File: src/rtl/instr_dispatch_fsm.sv
// Instruction sequencer: fetches 16-bit words, dispatches them to the
// ALU control FSM via start/done, and reports run/halt/error status.
//
// Ports:
//   clk, reset            clock, async active-high reset
//   run                   start execution from START_ADDR (IDLE/HALT only)
//   instr_addr, instr_rd  instruction memory address/read strobe
//   instr_data            instruction word (data valid the cycle after rd)
//   start, opCode, Ri, Rj request and operands to the ALU control FSM
//   done                  completion pulse from the ALU control FSM
//   busy, halted, error   status; error is a sticky done-timeout flag
//   instr_count           completed dispatched instructions, saturating
module instr_dispatch_fsm #(
    parameter int ADDR_W       = 8,
    parameter int START_ADDR   = 0,
    parameter int DONE_TIMEOUT = 15
) (
    input  logic              clk,
    input  logic              reset,
    input  logic              run,
    output logic [ADDR_W-1:0] instr_addr,
    output logic              instr_rd,
    input  logic [15:0]       instr_data,
    output logic              start,
    output logic [3:0]        opCode,
    output logic [5:0]        Ri,
    output logic [5:0]        Rj,
    input  logic              done,
    output logic              busy,
    output logic              halted,
    output logic              error,
    output logic [15:0]       instr_count
);

    localparam int CNT_W = $clog2(DONE_TIMEOUT + 1);

    localparam logic [ADDR_W-1:0] START_PC = ADDR_W'(START_ADDR);
    // Last WAIT_DONE cycle that may still accept done before timing out.
    localparam logic [CNT_W-1:0]  TO_LAST  = CNT_W'(DONE_TIMEOUT - 1);

    localparam logic [3:0] OP_NOP  = 4'h0;
    localparam logic [3:0] OP_HALT = 4'hF;

    typedef enum logic [2:0] {
        S_IDLE,
        S_FETCH,
        S_DECODE,
        S_ISSUE,
        S_WAIT_DONE,
        S_ADVANCE,
        S_HALT
    } state_t;

    state_t            state;
    logic [ADDR_W-1:0] pc;
    logic [15:0]       ir;
    logic [CNT_W-1:0]  to_cnt;

    always_ff @(posedge clk or posedge reset) begin
        if (reset) begin
            state       <= S_IDLE;
            pc          <= START_PC;
            ir          <= '0;
            to_cnt      <= '0;
            instr_count <= '0;
            error       <= 1'b0;
        end else begin
            unique case (state)
                S_IDLE: begin
                    if (run)
                        state <= S_FETCH;
                end
                S_FETCH: begin
                    state <= S_DECODE;
                end
                S_DECODE: begin
                    ir <= instr_data;
                    if (instr_data[15:12] == OP_NOP)
                        state <= S_ADVANCE;
                    else if (instr_data[15:12] == OP_HALT)
                        state <= S_HALT;
                    else
                        state <= S_ISSUE;
                end
                S_ISSUE: begin
                    to_cnt <= '0;
                    state  <= S_WAIT_DONE;
                end
                S_WAIT_DONE: begin
                    // done takes priority over a coincident timeout
                    if (done) begin
                        state <= S_ADVANCE;
                    end else if (to_cnt == TO_LAST) begin
                        error <= 1'b1;
                        state <= S_HALT;
                    end else begin
                        to_cnt <= to_cnt + 1'b1;
                    end
                end
                S_ADVANCE: begin
                    pc <= pc + 1'b1;
                    if (ir[15:12] != OP_NOP && instr_count != 16'hFFFF)
                        instr_count <= instr_count + 16'd1;
                    state <= S_FETCH;
                end
                S_HALT: begin
                    if (run) begin
                        pc          <= START_PC;
                        error       <= 1'b0;
                        instr_count <= '0;
                        state       <= S_FETCH;
                    end
                end
                default: begin
                    state <= S_IDLE;
                end
            endcase
        end
    end

    // Moore outputs: operands come straight from IR, so they only
    // change when DECODE loads a new word.
    assign instr_addr = pc;
    assign instr_rd   = (state == S_FETCH);
    assign start      = (state == S_ISSUE);
    assign opCode     = ir[15:12];
    assign Ri         = ir[11:6];
    assign Rj         = ir[5:0];
    assign halted     = (state == S_HALT);
    assign busy       = (state != S_IDLE) && (state != S_HALT);

endmodule

File: config.mk
export PLATFORM = sky130hd
export DESIGN_NAME = instr_dispatch_fsm
export DESIGN_NICKNAME = d
export VERILOG_FILES = /design/src/rtl/instr_dispatch_fsm.sv
export SDC_FILE = /design/constraint.sdc
export NUM_CORES = 1
export LEC_CHECK = 0
export ABC_AREA = 1
export BUFFER_PORTS_ARGS = -buffer_cell sky130_fd_sc_hd__buf_2
export CAP_MARGIN = 15
export CORE_AREA = 2 2 100 63
export CTS_BUF_LIST = sky130_fd_sc_hd__clkbuf_16
export DETAILED_ROUTE_END_ITERATION = 8
export DIE_AREA = 0 0 102 65
export PLACE_DENSITY = 0.74
export SYNTH_ARGS = -nofsm -noshare
export SYNTH_HDL_FRONTEND = slang
export SYNTH_SLANG_ARGS = --single-unit
File: constraint.sdc
create_clock -name clk -period 1.6 [get_ports clk]
set_input_delay 0.16 -clock clk [delete_from_list [all_inputs] [get_ports clk]]
set_output_delay 0.16 -clock clk [all_outputs]
set_load 0.01 [all_outputs]
==> implementation parameters <==
Parameter                              Value

Final layout
  Antenna diode instance count ... 0
  Area growth syn-to-layout ... 30.5%
  Final Net Count ... 478
  Top library cells by usage in the layout, fill and taps aside ... sky130_fd_sc_hd__nand2_1, sky130_fd_sc_hd__buf_2, sky130_fd_sc_hd__dfrtp_1, sky130_fd_sc_hd__nor2_1, sky130_fd_sc_hd__buf_4
  Most common cell after layout, fill and taps aside ... sky130_fd_sc_hd__nand2_1
  Share of layout cells above drive strength 1 ... 28.1%
  Number of fillers in the final layout ... 553

Setup path
  Critical Path Sink Type ... output pin
  Highest net fanout along the worst path ... 5
  Ordered list of cells on the worst path ... inv_1 > nor2_4 > a21oi_1 > buf_2
  Kind of start point of the critical path ... register
  Arrival @ worst endpoint ... between 1 and 1.5 ns
  Cell with the biggest individual delay on the critical path ... sky130_fd_sc_hd__dfrtp_2
  Reg2Reg Depth ... 9
  Required time at the worst-slack endpoint ... 1.44 ns
  Delay of the slowest critical-path stage ... 0.44 ns
  Startpoint-to-endpoint class of the critical path ... register to output pin
  Startpoint of the lowest-slack register-to-register path ... state[0]
  Endpoint of the worst-slack reg-to-reg timing path ... instr_count[14]
  Slack of the worst reg-to-reg path ... roughly 0.1 ns

Floorplan
  Height of the chip ... 65 um
  Floorplan die area ... 6630 um2
  Row count ... 22
  Initial Utilization ... 45.7%
  Number of primary I/O pins ... 65
  Die boundary width ... about 100 um
  Placeable Area ... 5840 um2

Timing
  Number of endpoints failing setup at the final stage ... 0
  Final count of hold timing violations ... 0
  Worst clock skew ... approximately 0.0062 ns
  Final Slew Violations ... 0
  Final worst path period need ... 1.56 ns
  Highest Clock Rate ... 642 MHz
  Actual slew at the worst max-slew pin ... 0.385 ns
  Final WS setup ... between 0.04 and 0.05 ns
  Max_slew headroom ... between 70% and 80%
  Setup repair after global routing missed its margin ... yes
  Period utilization ... 97.3%

Clock network
  Number of buffers created by CTS ... 5
  CTS H-Tree Depth ... 2
  Clock tree from TritonCTS ... done
  Clock Path Buffers ... 2
  Clock tree root driver cell ... sky130_fd_sc_hd__clkbuf_16
  Clock Sink Count ... 48
  Clock network latency to the later pin of the worst-skew pair ... 0.28 ns
  Register clock-pin slew on the reported worst setup and hold paths ... 0.06 ns

Logic synthesis
  Combined area of all synthesized cells ... 2670 um2
  Sequential share of the synthesized area ... 45.0%
  Number of nets produced by synthesis ... 382
  Number of different library cells in the post-synthesis netlist ... 29
  Synthesized flop and latch total ... 48
  Average footprint of a synthesized cell ... 7.45 um2
  Synth Instances ... about 360
  Count of yosys warnings during synthesis ... 0

Hold path
  Class of the most critical hold timing path ... input port to register
  WHS Endpoint ... ir[6]
  Critical hold path startpoint ... instr_data[6]
  Number of cells traversed by the worst hold path ... 3

Detailed routing
  WL/cell ... between 10 and 15 um
  Routed WL ... 6890 um
  Number of remaining DRC errors ... 0
  Vias after detailed routing ... 2,657
  Initial DRC count ... 119
  Vias per Instance ... 4.93
  Pre-antenna DRT Iters ... 4
  Remaining antenna violation count ... 0

Pwr
  Total power after layout ... 5.18 mW
  Max rail drop VDD ... 0.788 mV
  Static leakage ... 1.83 nW
  Areal power density over the cells ... 1490 nW/um2

Placement
  Placement Setup Slack ... 0.0633 ns
  Final weighted congestion of routability-driven global placement ... 0.848
  Number of port buffers ... 64
  Placed wire-length estimate ... 5160 um

Flow run
  Max-cap check violation count ... 0

Status
  Status ... completed

GRT
  Via count of the first global-routing pass ... 2,435
  Wire length of the first global-routing pass ... around 11,000 um
  Maximum number of pins on one net before global-route repair ... 30
  Initial antenna violation count ... 0
  Overall overflow remaining after global route ... 0
  Overall global routing resource usage ... 21.4%
worst max path at each step:
stage               cells after the start             end  slack, ns            from
floorplan                              10  instr_count[1]      0.008  instr_count[1]
global placement                        9  instr_count[0]       0.09  instr_count[1]
detailed placement                      9  instr_count[0]       0.06  instr_count[1]
CTS                                     5          halted      0.001        state[0]
global route                            6          ir[14]      -0.05        state[0]
finish                                  4            busy       0.04        state[2]
metal layers:
layer  global-route usage, %  vias up  wire (um)  share of wire, %
met5                       0        -          0                 0
met4                    4.00        0         39              0.57
met3                    3.45        4        393               5.7
met2                    31.7       93       2760                40
met1                    33.2     1232       3700                54
li1                        -     1328          -                 -
cell families (layout without fill, tap and decap cells):
logic type,after synthesis,in the layout,share of synthesized area (%)
buf+inv,34,131,5.63
simple gates,233,233,37.7
xor+xnor,7,7,2.30
compound gates,32,32,7.41
fa+ha+maj,4,4,1.88
flops,48,48,45.0
sequential cells by signal, indices dropped and copies added, names as in the netlist:
register	flops
ir	16
state	3
error	1
instr_count	16
to_cnt	4
instr_addr	8
worst max-delay path, delay by kind of cell (launching register included):
kind | cells | cell delay (ns)
flip-flops | 1 | 0.44
AO/OA/AOI/OAI | 1 | 0.25
buffers and inverters | 2 | 0.35
AND/OR/NAND/NOR | 1 | 0.07
per-stage QoR:
step	TNS (ns)	instances	cell area, um2	utilization [%]	hold slack, ns
after floorplan	0	358	2680	-	0.277
after global placement	0	525	3250	55.7	0.205
after detailed placement	0	525	3250	55.7	0.212
after CTS	0	534	3410	58.4	0.0716
after global routing	-0.244	539	3480	59.6	0.0853
final	0	539	3480	59.6	0.0743
synth_stat cells:
cell type,number,share of area (%)
sky130_fd_sc_hd__nand2_1,141,20
sky130_fd_sc_hd__dfrtp_1,48,45
sky130_fd_sc_hd__nor2_1,41,5.8
sky130_fd_sc_hd__inv_1,27,3.8
sky130_fd_sc_hd__nand3_1,22,4.1
sky130_fd_sc_hd__o21ai_0,14,2.6
sky130_fd_sc_hd__a21oi_1,9,1.7
sky130_fd_sc_hd__nand4_1,8,1.9
sky130_fd_sc_hd__clkbuf_1,4,0.56
sky130_fd_sc_hd__ha_1,4,1.9
sky130_fd_sc_hd__nand2_2,4,0.94
sky130_fd_sc_hd__nand2_4,4,1.7
sky130_fd_sc_hd__nand3b_1,4,1.1
sky130_fd_sc_hd__nor3_1,4,0.75
sky130_fd_sc_hd__o21bai_1,4,1.1
sky130_fd_sc_hd__xor2_1,4,1.3
sky130_fd_sc_hd__xnor2_1,3,0.99
sky130_fd_sc_hd__nor2_4,2,0.84
sky130_fd_sc_hd__a211oi_1,1,0.28
sky130_fd_sc_hd__a21oi_4,1,0.61
sky130_fd_sc_hd__and3_1,1,0.23
sky130_fd_sc_hd__buf_4,1,0.28
sky130_fd_sc_hd__buf_6,1,0.42
sky130_fd_sc_hd__buf_8,1,0.56
sky130_fd_sc_hd__nor2_2,1,0.23
sky130_fd_sc_hd__nor3b_1,1,0.28
sky130_fd_sc_hd__o21a_1,1,0.28
sky130_fd_sc_hd__o21ai_1,1,0.19
sky130_fd_sc_hd__o21ai_4,1,0.61
where the power goes:
part	internal [mW]	switching (mW)	total, mW
sequential	1.64	0.372	2.01
combinational	0.883	1.26	2.15
clock	0.574	0.451	1.02
area by class of cell:
class | count | area [um2] | share of cell area [%]
inverters | 27 | 105 | 3.02
multi-input cells | 276 | 1340 | 38.6
flip-flops and latches | 48 | 1210 | 34.7
clock buffers | 5 | 125 | 3.60
clock inverters | 3 | 18.8 | 0.539
well taps | 84 | 105 | 3.02
repair inverters | 1 | 7.51 | 0.216
repair buffers | 95 | 567 | 16.3
what timing repair did:
action / 4_1_cts / 5_1_grt
setup endpoints to repair: 0 / 37
buffers inserted: 0 / 4
endpoints found under the hold margin: 48 / 0
gates resized for setup: 0 / 15
hold buffers: 1 / 0
Power figures use the tool's default switching activity.
